===== src/rtl/stream_mux_rr.sv =====
// ---------------------------------------------------------------------------
// stream_mux_rr
//
// N-channel valid/ready stream multiplexer with one output register stage.
// Each cycle one channel is granted, either by a fixed index or by round-robin.
// The granted word and its channel index are captured in the output register.
// The register refills in the same cycle that it drains, so a continuous
// stream runs at one word per clock.
//
// Parameters
//   N_CH   number of input channels (>= 1)
//   WIDTH  data width per channel
//   CH_W   channel index width (derived, do not override)
//
// Ports
//   clk        clock; all state changes on the rising edge
//   rst_n      asynchronous active-low reset
//   mode       0 = fixed select via sel, 1 = round-robin
//   sel        channel index used when mode = 0
//   in_valid   per-channel valid, bit i = channel i
//   in_data    channel i data at bits [i*WIDTH +: WIDTH]
//   in_ready   per-channel ready (combinational, at most one bit set)
//   out_valid  output register holds a word
//   out_data   registered data
//   out_ch     index of the channel that supplied out_data
//   out_ready  consumer accepts out_data this cycle
// ---------------------------------------------------------------------------
module stream_mux_rr #(
  parameter int N_CH  = 4,
  parameter int WIDTH = 8,
  parameter int CH_W  = (N_CH > 1) ? $clog2(N_CH) : 1
) (
  input  logic                  clk,
  input  logic                  rst_n,
  input  logic                  mode,
  input  logic [CH_W-1:0]       sel,
  input  logic [N_CH-1:0]       in_valid,
  input  logic [N_CH*WIDTH-1:0] in_data,
  output logic [N_CH-1:0]       in_ready,
  output logic                  out_valid,
  output logic [WIDTH-1:0]      out_data,
  output logic [CH_W-1:0]       out_ch,
  input  logic                  out_ready
);

  // -------------------------------------------------------------------------
  // State
  // -------------------------------------------------------------------------
  logic             out_valid_reg;
  logic [WIDTH-1:0] out_data_reg;
  logic [CH_W-1:0]  out_ch_reg;
  logic [CH_W-1:0]  last_ch_reg;   // channel of the most recent mode-1 grant

  // -------------------------------------------------------------------------
  // Grant signals
  // -------------------------------------------------------------------------
  logic             load;          // output register can take a word this cycle
  logic [CH_W-1:0]  gnt;
  logic             gnt_valid;
  logic             xfer;          // an input transfer happens this cycle

  // Per-channel data split out of the flat input bus.
  logic [WIDTH-1:0] ch_data [N_CH];

  genvar gi;

  generate
    for (gi = 0; gi < N_CH; gi++) begin : g_split
      assign ch_data[gi] = in_data[gi*WIDTH +: WIDTH];
    end
  endgenerate

  assign load = !out_valid_reg || out_ready;

  generate
    if (N_CH == 1) begin : g_single
      // With a single channel there is nothing to arbitrate. mode and sel
      // do not matter, and the design is a plain pipeline register.
      assign gnt       = '0;
      assign gnt_valid = in_valid[0];
    end else begin : g_multi
      // ---------------------------------------------------------------------
      // Fixed select. The valid vector is zero-padded to the full index range,
      // so sel values past the last channel find valid = 0 and grant nothing.
      // ---------------------------------------------------------------------
      localparam int N_PAD = 2 ** CH_W;
      logic [N_PAD-1:0] valid_pad;
      logic             fx_valid;

      if (N_PAD > N_CH) begin : g_pad
        assign valid_pad = {{(N_PAD - N_CH){1'b0}}, in_valid};
      end else begin : g_nopad
        assign valid_pad = in_valid;
      end

      assign fx_valid = valid_pad[sel];

      // ---------------------------------------------------------------------
      // Round-robin. cand[k] is the channel that is k+1 places after
      // last_ch_reg, wrapped modulo N_CH and not modulo 2**CH_W. The sum is
      // one bit wider than CH_W, so (N_CH-1) + N_CH cannot overflow.
      // ---------------------------------------------------------------------
      logic [CH_W-1:0] cand       [N_CH];
      logic [N_CH-1:0] cand_valid;
      logic [CH_W-1:0] rr_gnt;
      logic            rr_hit;

      for (gi = 0; gi < N_CH; gi++) begin : g_cand
        logic [CH_W:0] sum;
        logic [CH_W:0] wrapped;
        assign sum     = {1'b0, last_ch_reg} + (CH_W+1)'(gi + 1);
        assign wrapped = (sum >= (CH_W+1)'(N_CH)) ? (sum - (CH_W+1)'(N_CH)) : sum;
        assign cand[gi]       = wrapped[CH_W-1:0];
        assign cand_valid[gi] = in_valid[cand[gi]];
      end

      // The loop runs from the highest candidate down to the lowest, so the
      // nearest valid channel after the pointer is the one left in rr_gnt.
      always_comb begin
        rr_gnt = '0;
        for (int k = N_CH - 1; k >= 0; k--) begin
          if (cand_valid[k]) begin
            rr_gnt = cand[k];
          end
        end
      end

      // Every channel appears once in the candidate list. So a hit occurs
      // exactly when any channel is valid.
      assign rr_hit = |in_valid;

      assign gnt       = mode ? rr_gnt : sel;
      assign gnt_valid = mode ? rr_hit : fx_valid;
    end
  endgenerate

  // -------------------------------------------------------------------------
  // Ready. It depends only on control inputs and state, never on in_data.
  // It is forced low while reset is asserted.
  // -------------------------------------------------------------------------
  generate
    for (gi = 0; gi < N_CH; gi++) begin : g_ready
      assign in_ready[gi] = rst_n && load && gnt_valid && (gnt == CH_W'(gi));
    end
  endgenerate

  // gnt_valid means the granted channel's in_valid is set. So a granted,
  // loadable cycle is always an input transfer.
  assign xfer = load && gnt_valid;

  // -------------------------------------------------------------------------
  // Output register and round-robin pointer
  // -------------------------------------------------------------------------
  always_ff @(posedge clk or negedge rst_n) begin
    if (!rst_n) begin
      out_valid_reg <= 1'b0;
      out_data_reg  <= '0;
      out_ch_reg    <= '0;
      // Point at the last channel, so channel 0 is scanned first.
      last_ch_reg   <= CH_W'(N_CH - 1);
    end else begin
      if (xfer) begin
        // A simultaneous drain and refill replaces the word in place.
        out_valid_reg <= 1'b1;
        out_data_reg  <= ch_data[gnt];
        out_ch_reg    <= gnt;
        // Only round-robin grants move the pointer. Fixed-select traffic
        // leaves it alone, so returning to mode 1 resumes where it stopped.
        if (mode) begin
          last_ch_reg <= gnt;
        end
      end else if (out_ready) begin
        // Drain with no refill. Data and channel keep their last values.
        out_valid_reg <= 1'b0;
      end
    end
  end

  assign out_valid = out_valid_reg;
  assign out_data  = out_data_reg;
  assign out_ch    = out_ch_reg;

endmodule

===== config.mk =====
export PLATFORM = sky130hd
export DESIGN_NAME = stream_mux_rr
export DESIGN_NICKNAME = d
export VERILOG_FILES = /design/src/rtl/stream_mux_rr.sv
export SDC_FILE = /design/constraint.sdc
export NUM_CORES = 1
export LEC_CHECK = 0
export CAP_MARGIN = 40
export CORE_MARGIN = 5
export CORE_UTILIZATION = 38
export CTS_CLUSTER_DIAMETER = 30
export DETAILED_ROUTE_END_ITERATION = 16
export DONT_BUFFER_PORTS = 1
export PLACE_DENSITY_LB_ADDON = 0.3
export SLEW_MARGIN = 20
export SYNTH_ARGS = -nofsm -noshare
export SYNTH_HDL_FRONTEND = slang
export SYNTH_SLANG_ARGS = --single-unit

===== constraint.sdc =====
create_clock -name clk -period 3.9 [get_ports clk]
set_input_delay 0.39 -clock clk [delete_from_list [all_inputs] [get_ports clk]]
set_output_delay 0.39 -clock clk [all_outputs]
set_load 0.02 [all_outputs]

==> impl_metrics.ini <==
[final_layout]
final_nets = 147
largest_reg_flops = 8
fin_util = 0.4227
final_cells = 134
n_antenna_cell = 0
drive_above_1_share = 0.1346
area_growth_pct = 6.624

[route]
drtAntennaViolNets = 0
first_iter_violations = 27
drc = 0
drt_wl_total_mm = 2.671
first_pass_iters = 4
num_vias = 834
routedWlPerCell_microns = 19.93
via_per_inst = 6.224

[clock_tree]
clock_path_buffers = 2
cts_tree = built
cts-resized-gates = 0
clock_sinks = 13
clockRootBuffer = clkbuf_4
clkSlewWorstSetupHoldPaths_ns = 0.09
clk_latency_ns = 0.27
htreeDepth = 1
cts_buffers = 3

[pwr]
power.internal_mw = 0.3315
power.leakage_nw = 0.4590
ir_worst_vdd_mv = 0.3764
p_clk_frac = 0.152
p_comb_frac = 0.354
power_switching_mw = 0.2492
powerDensity_nw_per_um2 = 554.5
swShare = 0.4291
pwr-share-seq = 0.494

[global_route]
grt-ovfl-total = 0
antenna_found_initial = 0
grt_first_pass_wirelength_mm = 4.126
first_global_vias = 869
grtUsageTotal = 0.1492
grt_max_degree = 14

[synth]
avgSynthCellArea_sq_um = 9.725
synth_flop_cell = dfrtp_1
ys_types = 36
synth_seq_area_share = 0.3338
ys_warn_count = 0
synth_edf_count = 0
synth_top_cell_by_area = dfrtp_1
async_flop_share = 1.000
synth-seq-cells = 13
synthesis.instances = 101
syn_area_sq_um = 982.2
synth_common_cells = nor2_1 (16), dfrtp_1 (11)
synth.top_cell.area_share = 0.2803
synth_most_common_cell = nor2_1
synth.area.top_cells = dfrtp_1 (28%), a32o_1 (8.2%), mux2i_1 (8.2%)
synth_fp_nets = 143

[setup_path]
cp_max_fo = 11
startpoint_type = register
cp.arrival_ns = 2.54
end_kind = primary output
critPathKind = register to primary output
reg2reg_slack_ns = 1.76
required_ns = 3.51

[placed_design]
port-buffer-count = 0
place.gp.congestion = 0.7727
place_hpwl_mm = 2.087
dp.cells = 129

[sta]
finalCritPeriodShare = 0.7505
worst_pin_slew_ns = 0.7835
grt_setup_unrepaired = no
finalSetupTns_ns = 0
clock-skew-final_ns = 0.002553
max_slew_margin = 0.4708
hold_violations = 0
finalMaxSlewViolations = 0
setup_viol = 0
period_minus_slack_ns = 2.927
max_freq_mhz = 341.6

[floorplan]
die_h_microns = 60.84
dieArea_sq_um = 3702
die_w_microns = 60.84
rows = 18
initial_core_util = 0.3965
io_pins = 57
core_area_sq_um = 2477

[job]
max_cap_violations = 0

[outcome]
status = completed

[min_path]
hp-class = input port to register
==> cells by family after synthesis <==
| logic type | Yosys count | share of synthesized area |
|---|---|---|
| muxes | 8 | 0.08153 |
| DFF | 13 | 0.3338 |
| xor gates and xnor gates | 1 | 0.008919 |
| buffers and inverters | 4 | 0.02037 |
| and+or+nand+nor | 40 | 0.2128 |
| AOI/OAI and AO/OA | 35 | 0.3427 |
==> layout by cell type, fill, tap and decap left out, types with 2 or more instances in the layout <==
master	n
nand2_1	8
nand2b_1	4
dfstp_2	2
a41oi_1	3
a211o_1	8
nor2_1	16
clkbuf_4	3
dfrtp_1	11
a32o_1	8
o21ai_0	2
nor2b_1	3
a21oi_1	2
mux2i_1	8
and3_1	3
==> per-stage QoR <==
stage	hold slack [ns]	cell area, sq um	total power, mW	setup WS, ns
finish	0.2347	1047	0.5807	0.9730
global route	0.2213	1047	0.6176	0.8592
CTS	0.2379	1047	0.5813	0.9557
detailed placement	0.09468	1011	0.4939	1.256
global placement	0.09472	1011	0.4876	1.368
floorplan	0.09441	982.2	0.4530	1.513
==> worst paths after layout <==
kind	from	end	cells past startpoint
worst max register to register	last_ch_reg[0]	out_data[3]	6
worst max-delay path	last_ch_reg[0]	in_ready[0]	5
max in group asynchronous	rst_n	out_data[1]	1
worst min register to register	last_ch_reg[0]	last_ch_reg[0]	2
worst min-delay path	in_data[19]	out_data[3]	1
min in group asynchronous	rst_n	out_data[6]	1
==> cell type report <==
cell class	count	area [sq um]
clock buffers	4	26.28
well taps	30	37.54
flip-flops and latches	13	327.8
multi-input cells	84	634.4
fillers	263	1430
repair buffers	2	17.52
inverters	1	3.754
==> critical path, stage by stage, from the launching register on <==
cell	delay (ns)
dfstp_2	0.60
nor3b_2	0.25
a2111oi_4	0.07
a211oi_2	0.36
o211ai_2	0.30
nor3b_1	0.68
==> layer usage <==
layer | track usage | part of all wire
met2 | 0.2580 | 0.50
met1 | 0.1693 | 0.39
met5 | 0 | 0
met4 | 0.04025 | 0.019
met3 | 0.06170 | 0.091
==> what timing repair did <==
action / CTS / global route
buffers inserted: 0 / 0
hold endpoints to repair: 13 / 0
hold buffers: 1 / 0
==> power by group through the flow <==
stage	clock network [mW]	logic, mW	registers, mW
finish	0.0882	0.206	0.287
global route	0.0972	0.225	0.295
CTS	0.0864	0.207	0.288
detailed placement	0	0.203	0.291
global placement	0	0.199	0.289
floorplan	0	0.177	0.276
(Power assumes the default switching activity.)
